File: src/rtl/spi_pkg.sv
// Shared types and constants for the SPI memory-path transaction controller.
package spi_pkg;

  localparam int WORD_WIDTH_DEF = 8;
  localparam int CNT_WIDTH_DEF  = 4;

  localparam logic READ_FLAG = 1'b1;

  // Encoding is visible on the optional status port, so keep the listed order.
  typedef enum logic [2:0] {
    IDLE      = 3'd0,
    GET       = 3'd1,
    GOT       = 3'd2,
    READ_LOAD = 3'd3,
    READ_SEND = 3'd4,
    WRITE_GET = 3'd5,
    WRITE_MEM = 3'd6,
    DONE      = 3'd7
  } spi_state_e;

endpackage

File: src/rtl/spi_fsm_if.sv
// Strobe/handshake bundle between the SPI transaction controller and its neighbours.
// With SPI_FSM_STATUS_EN defined, the bundle also carries fsmState and abortCount.
interface spi_fsm_if;

  logic sclkPosEdge;
  logic csConditioned;
  logic shiftRegOutP0;
  logic srWe;
  logic addrWe;
  logic dmWe;
  logic misoBufe;

`ifdef SPI_FSM_STATUS_EN
  logic [2:0] fsmState;
  logic [7:0] abortCount;

  modport master (
    output sclkPosEdge, csConditioned, shiftRegOutP0,
    input  srWe, addrWe, dmWe, misoBufe, fsmState, abortCount
  );

  modport slave (
    input  sclkPosEdge, csConditioned, shiftRegOutP0,
    output srWe, addrWe, dmWe, misoBufe, fsmState, abortCount
  );
`else
  modport master (
    output sclkPosEdge, csConditioned, shiftRegOutP0,
    input  srWe, addrWe, dmWe, misoBufe
  );

  modport slave (
    input  sclkPosEdge, csConditioned, shiftRegOutP0,
    output srWe, addrWe, dmWe, misoBufe
  );
`endif

endinterface

File: src/rtl/spi_bit_counter.sv
// SCLK bit counter shared by every counting phase of a transaction.
// terminal fires on the enable pulse that completes a WORD_WIDTH-bit frame.
module spi_bit_counter
  import spi_pkg::*;
#(
  parameter int WORD_WIDTH = WORD_WIDTH_DEF,
  parameter int CNT_WIDTH  = CNT_WIDTH_DEF
) (
  input  logic clk,
  input  logic resetN,
  input  logic clear,
  input  logic enable,
  output logic terminal
);

  localparam logic [CNT_WIDTH-1:0] LAST = CNT_WIDTH'(WORD_WIDTH - 1);

  logic [CNT_WIDTH-1:0] count_q, count_d;

  // Wrapping back to zero on the terminal pulse keeps the count within one frame.
  always_comb begin
    terminal = enable && (count_q == LAST);
    count_d  = count_q;
    if (clear || terminal) begin
      count_d = '0;
    end else if (enable) begin
      count_d = count_q + CNT_WIDTH'(1);
    end
  end

  always_ff @(posedge clk or negedge resetN) begin
    if (!resetN) begin
      count_q <= '0;
    end else begin
      count_q <= count_d;
    end
  end

endmodule

File: src/rtl/spi_fsm.sv
// SPI memory-path transaction controller: frames address and data bits and issues
// the load/latch/write/MISO-enable strobes. SPI_FSM_STATUS_EN exposes state and abort count.
module spi_fsm
  import spi_pkg::*;
#(
  parameter int WORD_WIDTH = WORD_WIDTH_DEF,
  parameter int CNT_WIDTH  = CNT_WIDTH_DEF
) (
  input  logic      clk,
  input  logic      resetN,
  spi_fsm_if.slave  bus
);

  spi_state_e state_q, state_d;

  logic abort;
  logic counting;
  logic cnt_clear;
  logic cnt_enable;
  logic cnt_terminal;

  logic sr_we_q;
  logic addr_we_q;
  logic dm_we_q;
  logic miso_bufe_q;

  spi_bit_counter #(
    .WORD_WIDTH (WORD_WIDTH),
    .CNT_WIDTH  (CNT_WIDTH)
  ) u_bit_counter (
    .clk      (clk),
    .resetN   (resetN),
    .clear    (cnt_clear),
    .enable   (cnt_enable),
    .terminal (cnt_terminal)
  );

  // Chip-select release outranks everything, including a coincident SCLK pulse.
  always_comb begin
    abort      = (state_q != IDLE) && bus.csConditioned;
    counting   = (state_q == GET) || (state_q == READ_SEND) || (state_q == WRITE_GET);
    cnt_enable = counting && bus.sclkPosEdge && !abort;
    cnt_clear  = !counting || abort;

    state_d = state_q;
    if (abort) begin
      state_d = IDLE;
    end else begin
      case (state_q)
        IDLE:      if (!bus.csConditioned) state_d = GET;
        GET:       if (cnt_terminal) state_d = GOT;
        GOT:       state_d = (bus.shiftRegOutP0 == READ_FLAG) ? READ_LOAD : WRITE_GET;
        READ_LOAD: state_d = READ_SEND;
        READ_SEND: if (cnt_terminal) state_d = DONE;
        WRITE_GET: if (cnt_terminal) state_d = WRITE_MEM;
        WRITE_MEM: state_d = DONE;
        DONE:      state_d = DONE;
        default:   state_d = IDLE;
      endcase
    end
  end

  // Outputs are decoded from the next state so they line up with state_q glitch-free.
  always_ff @(posedge clk or negedge resetN) begin
    if (!resetN) begin
      state_q     <= IDLE;
      sr_we_q     <= 1'b0;
      addr_we_q   <= 1'b0;
      dm_we_q     <= 1'b0;
      miso_bufe_q <= 1'b0;
    end else begin
      state_q     <= state_d;
      sr_we_q     <= (state_d == READ_LOAD);
      addr_we_q   <= (state_d == GOT);
      dm_we_q     <= (state_d == WRITE_MEM);
      miso_bufe_q <= (state_d == READ_SEND);
    end
  end

  assign bus.srWe     = sr_we_q;
  assign bus.addrWe   = addr_we_q;
  assign bus.dmWe     = dm_we_q;
  assign bus.misoBufe = miso_bufe_q;

`ifdef SPI_FSM_STATUS_EN
  logic [7:0] abort_count_q, abort_count_d;

  // Leaving DONE on chip-select release is a normal finish, not an abort.
  always_comb begin
    abort_count_d = abort_count_q;
    if (abort && (state_q != DONE) && (abort_count_q != 8'hFF)) begin
      abort_count_d = abort_count_q + 8'd1;
    end
  end

  always_ff @(posedge clk or negedge resetN) begin
    if (!resetN) begin
      abort_count_q <= 8'd0;
    end else begin
      abort_count_q <= abort_count_d;
    end
  end

  assign bus.fsmState   = state_q;
  assign bus.abortCount = abort_count_q;
`endif

endmodule

File: src/flat_wrapper.sv
// flat-port wrapper written by rule: the top's interface ports become plain ports
module spi_fsm_flat import spi_pkg::*;
#(
  parameter int WORD_WIDTH = WORD_WIDTH_DEF,
  parameter int CNT_WIDTH  = CNT_WIDTH_DEF
)
  (clk, resetN, bus_sclkPosEdge, bus_csConditioned, bus_shiftRegOutP0, bus_srWe, bus_addrWe, bus_dmWe, bus_misoBufe);
  spi_fsm_if bus_i ();
  input  logic clk;
  input  logic resetN;
  input wire logic [$bits(bus_i.sclkPosEdge)-1:0] bus_sclkPosEdge;
  input wire logic [$bits(bus_i.csConditioned)-1:0] bus_csConditioned;
  input wire logic [$bits(bus_i.shiftRegOutP0)-1:0] bus_shiftRegOutP0;
  output wire logic [$bits(bus_i.srWe)-1:0] bus_srWe;
  output wire logic [$bits(bus_i.addrWe)-1:0] bus_addrWe;
  output wire logic [$bits(bus_i.dmWe)-1:0] bus_dmWe;
  output wire logic [$bits(bus_i.misoBufe)-1:0] bus_misoBufe;
  assign bus_i.sclkPosEdge = bus_sclkPosEdge;
  assign bus_i.csConditioned = bus_csConditioned;
  assign bus_i.shiftRegOutP0 = bus_shiftRegOutP0;
  assign bus_srWe = bus_i.srWe;
  assign bus_addrWe = bus_i.addrWe;
  assign bus_dmWe = bus_i.dmWe;
  assign bus_misoBufe = bus_i.misoBufe;
  spi_fsm #(.WORD_WIDTH(WORD_WIDTH), .CNT_WIDTH(CNT_WIDTH)) u_core (.clk(clk), .resetN(resetN), .bus(bus_i));
endmodule
File: config.mk
export PLATFORM = sky130hd
export DESIGN_NAME = spi_fsm_flat
export DESIGN_NICKNAME = d
export VERILOG_FILES = /design/src/rtl/spi_pkg.sv /design/src/rtl/spi_fsm_if.sv /design/src/rtl/spi_bit_counter.sv /design/src/rtl/spi_fsm.sv /design/src/flat_wrapper.sv
export SDC_FILE = /design/constraint.sdc
export NUM_CORES = 1
export LEC_CHECK = 0
export CORE_AREA = 2 2 39 41
export CTS_CLUSTER_SIZE = 25
export DETAILED_ROUTE_END_ITERATION = 10
export DIE_AREA = 0 0 41 43
export HOLD_SLACK_MARGIN = 0.03
export PLACE_DENSITY = 0.7
export SLEW_MARGIN = 5
export SYNTH_ARGS = -nofsm -noshare
export SYNTH_HDL_FRONTEND = slang
export SYNTH_HIERARCHICAL = 1
export SYNTH_SLANG_ARGS = --single-unit
File: constraint.sdc
create_clock -name clk -period 5.7 [get_ports clk]
set_clock_uncertainty 0.2 [all_clocks]
set_input_delay 0.57 -clock clk [delete_from_list [all_inputs] [get_ports clk]]
set_output_delay 0.57 -clock clk [all_outputs]
set_load 0.1 [all_outputs]
# After elaboration in Yosys (flattened, before gate mapping)
# Cells that the tools add are included.
[word_totals] register_bits=11 inputBits=5
[op_classes] eq_ne=12 n_reduce_logical=14 n_addsub=1 muxes=9
[op_table] cell="3-bit one-hot mux with 7 select lines" count=1
[op_table] cell="3-bit equality test (second input constant)" count=6
[op_table] cell="3-bit 2-to-1 mux" count=6
[op_table] cell="3-bit by 2-bit equality test with 1-bit output (second input constant)" count=4
[op_table] cell="4-bit 2-to-1 mux" count=2
[op_table] cell="4-bit by 1-bit adder with 4-bit output (second input constant)" count=1
[op_table] cell="4-bit by 3-bit equality test with 1-bit output (second input constant)" count=1
[op_table] cell="1-bit logical AND" count=4
[op_table] cell="1-bit logical OR" count=4
[op_table] cell="3-bit by 1-bit equality test with 1-bit output (second input constant)" count=1
[op_table] cell="3-bit zero test" count=1
[op_table] cell="3-bit nonzero test" count=1
[op_table] cell="1-bit zero test" count=2
[op_table] cell="2-bit nonzero test" count=1
[op_table] cell="2-bit OR reduction" count=1

# Depth between registers and ports, before layout
[depth] depth_word=10 depth_mapped=8

# Modules after synthesis
# Netlist, hierarchy kept.
[modules_own_cells] mod="spi_fsm" area_per_inst_um2=320.3 n_inst=1 cells_each=30 seq_area_each_um2=175.2
[modules_own_cells] mod="spi_bit_counter" area_per_inst_um2=220.2 n_inst=1 cells_each=19 seq_area_each_um2=100.1

# Worst setup path before layout
# Ideal clock, no wire load.
[synth_path] path_type="input port to flip-flop" start="in bus_csConditioned" end="reg u_core.addr_we_q, in the netlist u_core/bus.addrWe" setup_time_ps=105 t_required_ps=5395 path_slack_ps=3526 cell_stages=7 arrival_ps=1869 path_cell_list="clkbuf_1 -> nor2_1 -> o21ai_0 -> nor2_1 -> and4b_1 -> inv_1 -> nor4b_1"
[synth_between] elab_chain_len=8
[synth_lines] element="start, declared" line="flat_wrapper.sv:12" text="input wire logic [$bits(bus_i.csConditioned)-1:0] bus_csConditioned;"
[synth_lines] element="1-bit logical AND *" line="spi_fsm.sv:40" text="abort = (state_q != IDLE) && bus.csConditioned;"
[synth_lines] element="1-bit zero test *" line="spi_fsm.sv:42" text="cnt_enable = counting && bus.sclkPosEdge && !abort;"
[synth_lines] element="1-bit logical AND *" line="spi_fsm.sv:42"
[synth_lines] element="net u_core.cnt_enable" line="spi_fsm.sv:19" text="logic cnt_enable;"
[synth_lines] element="1-bit logical AND *" line="spi_bit_counter.sv:22" text="terminal = enable && (count_q == LAST);"
[synth_lines] element="net u_core.cnt_terminal" line="spi_fsm.sv:20" text="logic cnt_terminal;"
[synth_lines] element="3-bit 2-to-1 mux, on equally long branches" line="spi_fsm.sv:55, spi_fsm.sv:51, spi_fsm.sv:54"
[synth_lines] element="3-bit one-hot mux with 7 select lines *" line="spi_fsm.sv:49" text="case (state_q)"
[synth_lines] element="3-bit 2-to-1 mux *" line="spi_fsm.sv:46" text="if (abort) begin"
[synth_lines] element="3-bit by 2-bit equality test with 1-bit output *" line="spi_fsm.sv:74" text="addr_we_q <= (state_d == GOT);"
[synth_lines] element="end signal, assigned" line="spi_fsm.sv:74"
[synth_lines] element="end, declared" line="spi_fsm.sv:23" text="logic addr_we_q;"
# The timed path passes the listed nets; every way through them passes the cells marked *.
# A chain may end at the register's enable or synchronous reset.

# Worst setup path after layout
[layout_path] start="in bus_csConditioned" end="reg u_core.dm_we_q, in the netlist u_core/bus.dmWe"
[layout_between] elab_chain_len=8
[layout_lines] element="1-bit logical AND *" line="spi_fsm.sv:40"
[layout_lines] element="1-bit zero test *" line="spi_fsm.sv:42"
[layout_lines] element="1-bit logical AND *" line="spi_fsm.sv:42"
[layout_lines] element="net u_core.cnt_enable" line="spi_fsm.sv:19"
[layout_lines] element="1-bit logical AND *" line="spi_bit_counter.sv:22"
[layout_lines] element="net u_core.cnt_terminal" line="spi_fsm.sv:20"
[layout_lines] element="3-bit 2-to-1 mux, on equally long branches" line="spi_fsm.sv:55, spi_fsm.sv:51, spi_fsm.sv:54"
[layout_lines] element="3-bit one-hot mux with 7 select lines *" line="spi_fsm.sv:49"
[layout_lines] element="3-bit 2-to-1 mux *" line="spi_fsm.sv:46"
[layout_lines] element="3-bit equality test *" line="spi_fsm.sv:75" text="dm_we_q <= (state_d == WRITE_MEM);"
[layout_lines] element="end signal, assigned" line="spi_fsm.sv:75"
[layout_lines] element="end, declared" line="spi_fsm.sv:24" text="logic dm_we_q;"
# Marked as above.

==> impl_results.md <==
* Status: completed
* Achievable Freq at 381.1 MHz
* Top Ports at 9
* Crit-path cells: clkdlybuf4s50_1 > nor2_1 > o21ai_0 > nor2_1 > and4b_1 > inv_1 > nor4b_1
* GPL Wtd Cong at 0.6999
* Synth area leaders: dfrtp_1 (51%), a21bo_2 (3.7%), nor2_1 (3.5%), nor4b_1 (3.2%), o2bb2ai_1 (3.2%)
* Num CTS Buffers at 3
* Die W at 41 microns
* Power Density at 210.2 nW/um^2
* Syn. warnings at 6
* Routed length per instance at 12.84 microns
* Post-CTS Resized at 0
* Clock sinks at 11
* Most frequent cells in the layout: dfrtp_1 (11), clkdlybuf4s50_1 (8), nor2_1 (5)
* Endpoints failing setup at 0
* Synth Flop Type: dfrtp_1
* Vias per Instance at 5.145
* Slew Limit Headroom at 35.32%
* Hold_buf cts at 0
* DIE HEIGHT at 43 microns
* Max Cap Violations at 0
* Leakage Power at 0.0002834 uW
* Overall Global Routing Usage at 14.91%
* Tightest Hold Check Type: register to register
* Initial Util at 39.06%
* Sw Share at 21.14%
* Critical Path AT at 2.57 ns
* Overflow after GRT at 0
* Post-CTS Setup Repair Bufs at 0
* Final Total Pwr at 139.4 uW
* Initial drt markers at 1
* Commonest non-fill, non-tap cell in the layout: dfrtp_1
* Logic pwr share at 6.6%
* Final hold vios at 0
* Filler cell count at 137
* Slowest cell on crit path: clkdlybuf4s50_1
* Area delta synth->final at 22.69%
* TNS Setup at 0 ns
* Number of synthesized register bits at 11
* Number of synthesized flops with an enable pin at 0
* Top delay family on crit path: simple AND/OR/NAND/NOR gates
* Layout cells sized above 1 at 15.00%
* Initial antenna violation count at 0
* Largest net degree at the start of global routing at 12
* Synth Cell Area at 540.5 sq um
* Avg Inst Size Synth at 11.03 sq um
* Sw power at 29.47 uW
* Library cells used by synthesis at 25
* Worst path buffer plus inverter count at 2
* H-tree lvl count at 1
* DRC viols at 0
* Net count after synthesis at 55
* Total number of vias at 391
* Max VDD drop at 0.0001405 V
* Vias in the first global route at 384
* Post-synth ARST share at 100.0%
* Final net count at 67
* First-pass GRT wire length at 1697 microns
* Synth top area share at 50.93%
* Slowest stage delay, CP at 0.55 ns
* Worst skew pair latency at 0.26 ns
* Clock transition at path regs at 0.06 ns
* Clock power frac at 36.5%
* Post-synthesis sequential area ratio at 50.93%
* Most frequent CP cell: nor2_1
* Fin. max-slew vios at 0
* CP Launch Type: input pin
* Internal power at 109.9 uW
* First-pass DRT Iterations at 2
* Port-buffer cells at 8
* Die area at 1763 sq um
* Fin crit period at 2.624 ns
* DP HPWL at 727.6 microns
* Row count at 14
* Placed cell area at 636.9 sq um
* Final Cycle Share at 46.04%
* Worst EP required at 5.65 ns
* RSZ-0062 raised after global routing: false
* Final wirelength at 976 microns
* Final ANT Viol Nets at 0
* Dominant cell type by area after synthesis: dfrtp_1
* Crit path kind: input pin to register
* CP endpoint kind: register
* Clock root buffer: clkbuf_4
* Worst hold slack at 0.3516 ns
* CTS tree: built
* Gate Count Post-Synth at 49
* Clk buf depth at 2
* Register share of total power at 57.0%
* Core Footprint at 1384 sq um
* Post-Layout Inst Area at 663.1 sq um
* Ant diodes at 0
* Least-Margin Pin Slew at 0.9672 ns
* Crit-path max FO at 8
-- worst paths after layout --
check | slack, ns | cells past startpoint | start | to
worst max-delay path | 3.08 | 7 | bus_csConditioned | u_core/bus.dmWe
worst min-delay path | 0.35 | 1 | u_core/u_bit_counter/count_q[1] | u_core/u_bit_counter/count_q[1]
worst max register to register | 3.45 | 6 | u_core/state_q[0] | u_core/bus.misoBufe
worst min register to register | 0.35 | 1 | u_core/u_bit_counter/count_q[1] | u_core/u_bit_counter/count_q[1]
max in group asynchronous | 4.51 | 1 | resetN | u_core/u_bit_counter/count_q[0]
min in group asynchronous | 0.45 | 1 | resetN | u_core/state_q[1]
-- stage by stage --
stage / instances / utilization, % / worst slack (ns)
3_5_place_dp: 72 / 46.02 / 2.780
5_1_grt: 76 / 47.92 / 2.841
2_1_floorplan: 49 / - / 3.526
4_1_cts: 76 / 47.92 / 3.052
6_report: 76 / 47.92 / 3.076
3_3_place_gp: 72 / 46.02 / 2.923
-- cells in the mapped netlist (all sizes together) (2+ instances only) --
master   instances
o21ai            3
nor4b            3
inv              3
nor2             5
a21oi            3
nand2b           2
nor2b            2
o2bb2ai          2
nor3             2
nand3b           2
dfrtp           11
a21bo            2
-- kinds of logic after synthesis --
family / Yosys count / synth area share, %
and+or+nand+nor: 20 / 26.85
AOI/OAI and AO/OA: 12 / 15.05
DFF: 11 / 50.93
buffers and inverters: 4 / 2.777
muxes: 1 / 2.083
adders and majority gates: 1 / 2.314
-- sequential cells by signal (all words and copies together), names as in the netlist --
register and cells:
u_core/bus.srWe 1, u_core/bus.dmWe 1, u_core/bus.addrWe 1, u_core/u_bit_counter/count_q 4, u_core/state_q 3, u_core/bus.misoBufe 1
-- power by group through the flow --
stage	sequential, uW	clock [uW]	combinational (uW)
after global placement	80.9	0	9.06
after floorplan	80.6	0	4.27
final	79.4	50.8	9.18
after CTS	79.4	53.8	9.36
after detailed placement	80.9	0	9.33
after global routing	79.5	58.4	10.5
-- per-layer routing --
| metal | vias to the layer above | track usage, % | part of all wire (%) |
|---|---|---|---|
| met2 | 5 | 20.63 | 50 |
| met5 | - | 0 | 0 |
| met1 | 182 | 19.05 | 46 |
| met3 | 2 | 4.712 | 2.8 |
| met4 | 0 | 10.00 | 1.0 |
| li1 | 202 | - | - |
-- layout make-up --
class,count,area [sq um],area share [%]
Multi-Input combinational cell,34,250.2,37.74
Sequential cell,11,275.3,41.51
Timing Repair Buffer,8,80.08,12.08
Inverter,3,11.26,1.698
Clock buffer,4,26.28,3.962
Tap cell,16,20.02,3.019
Note: power is estimated with default switching activity, not from simulation.
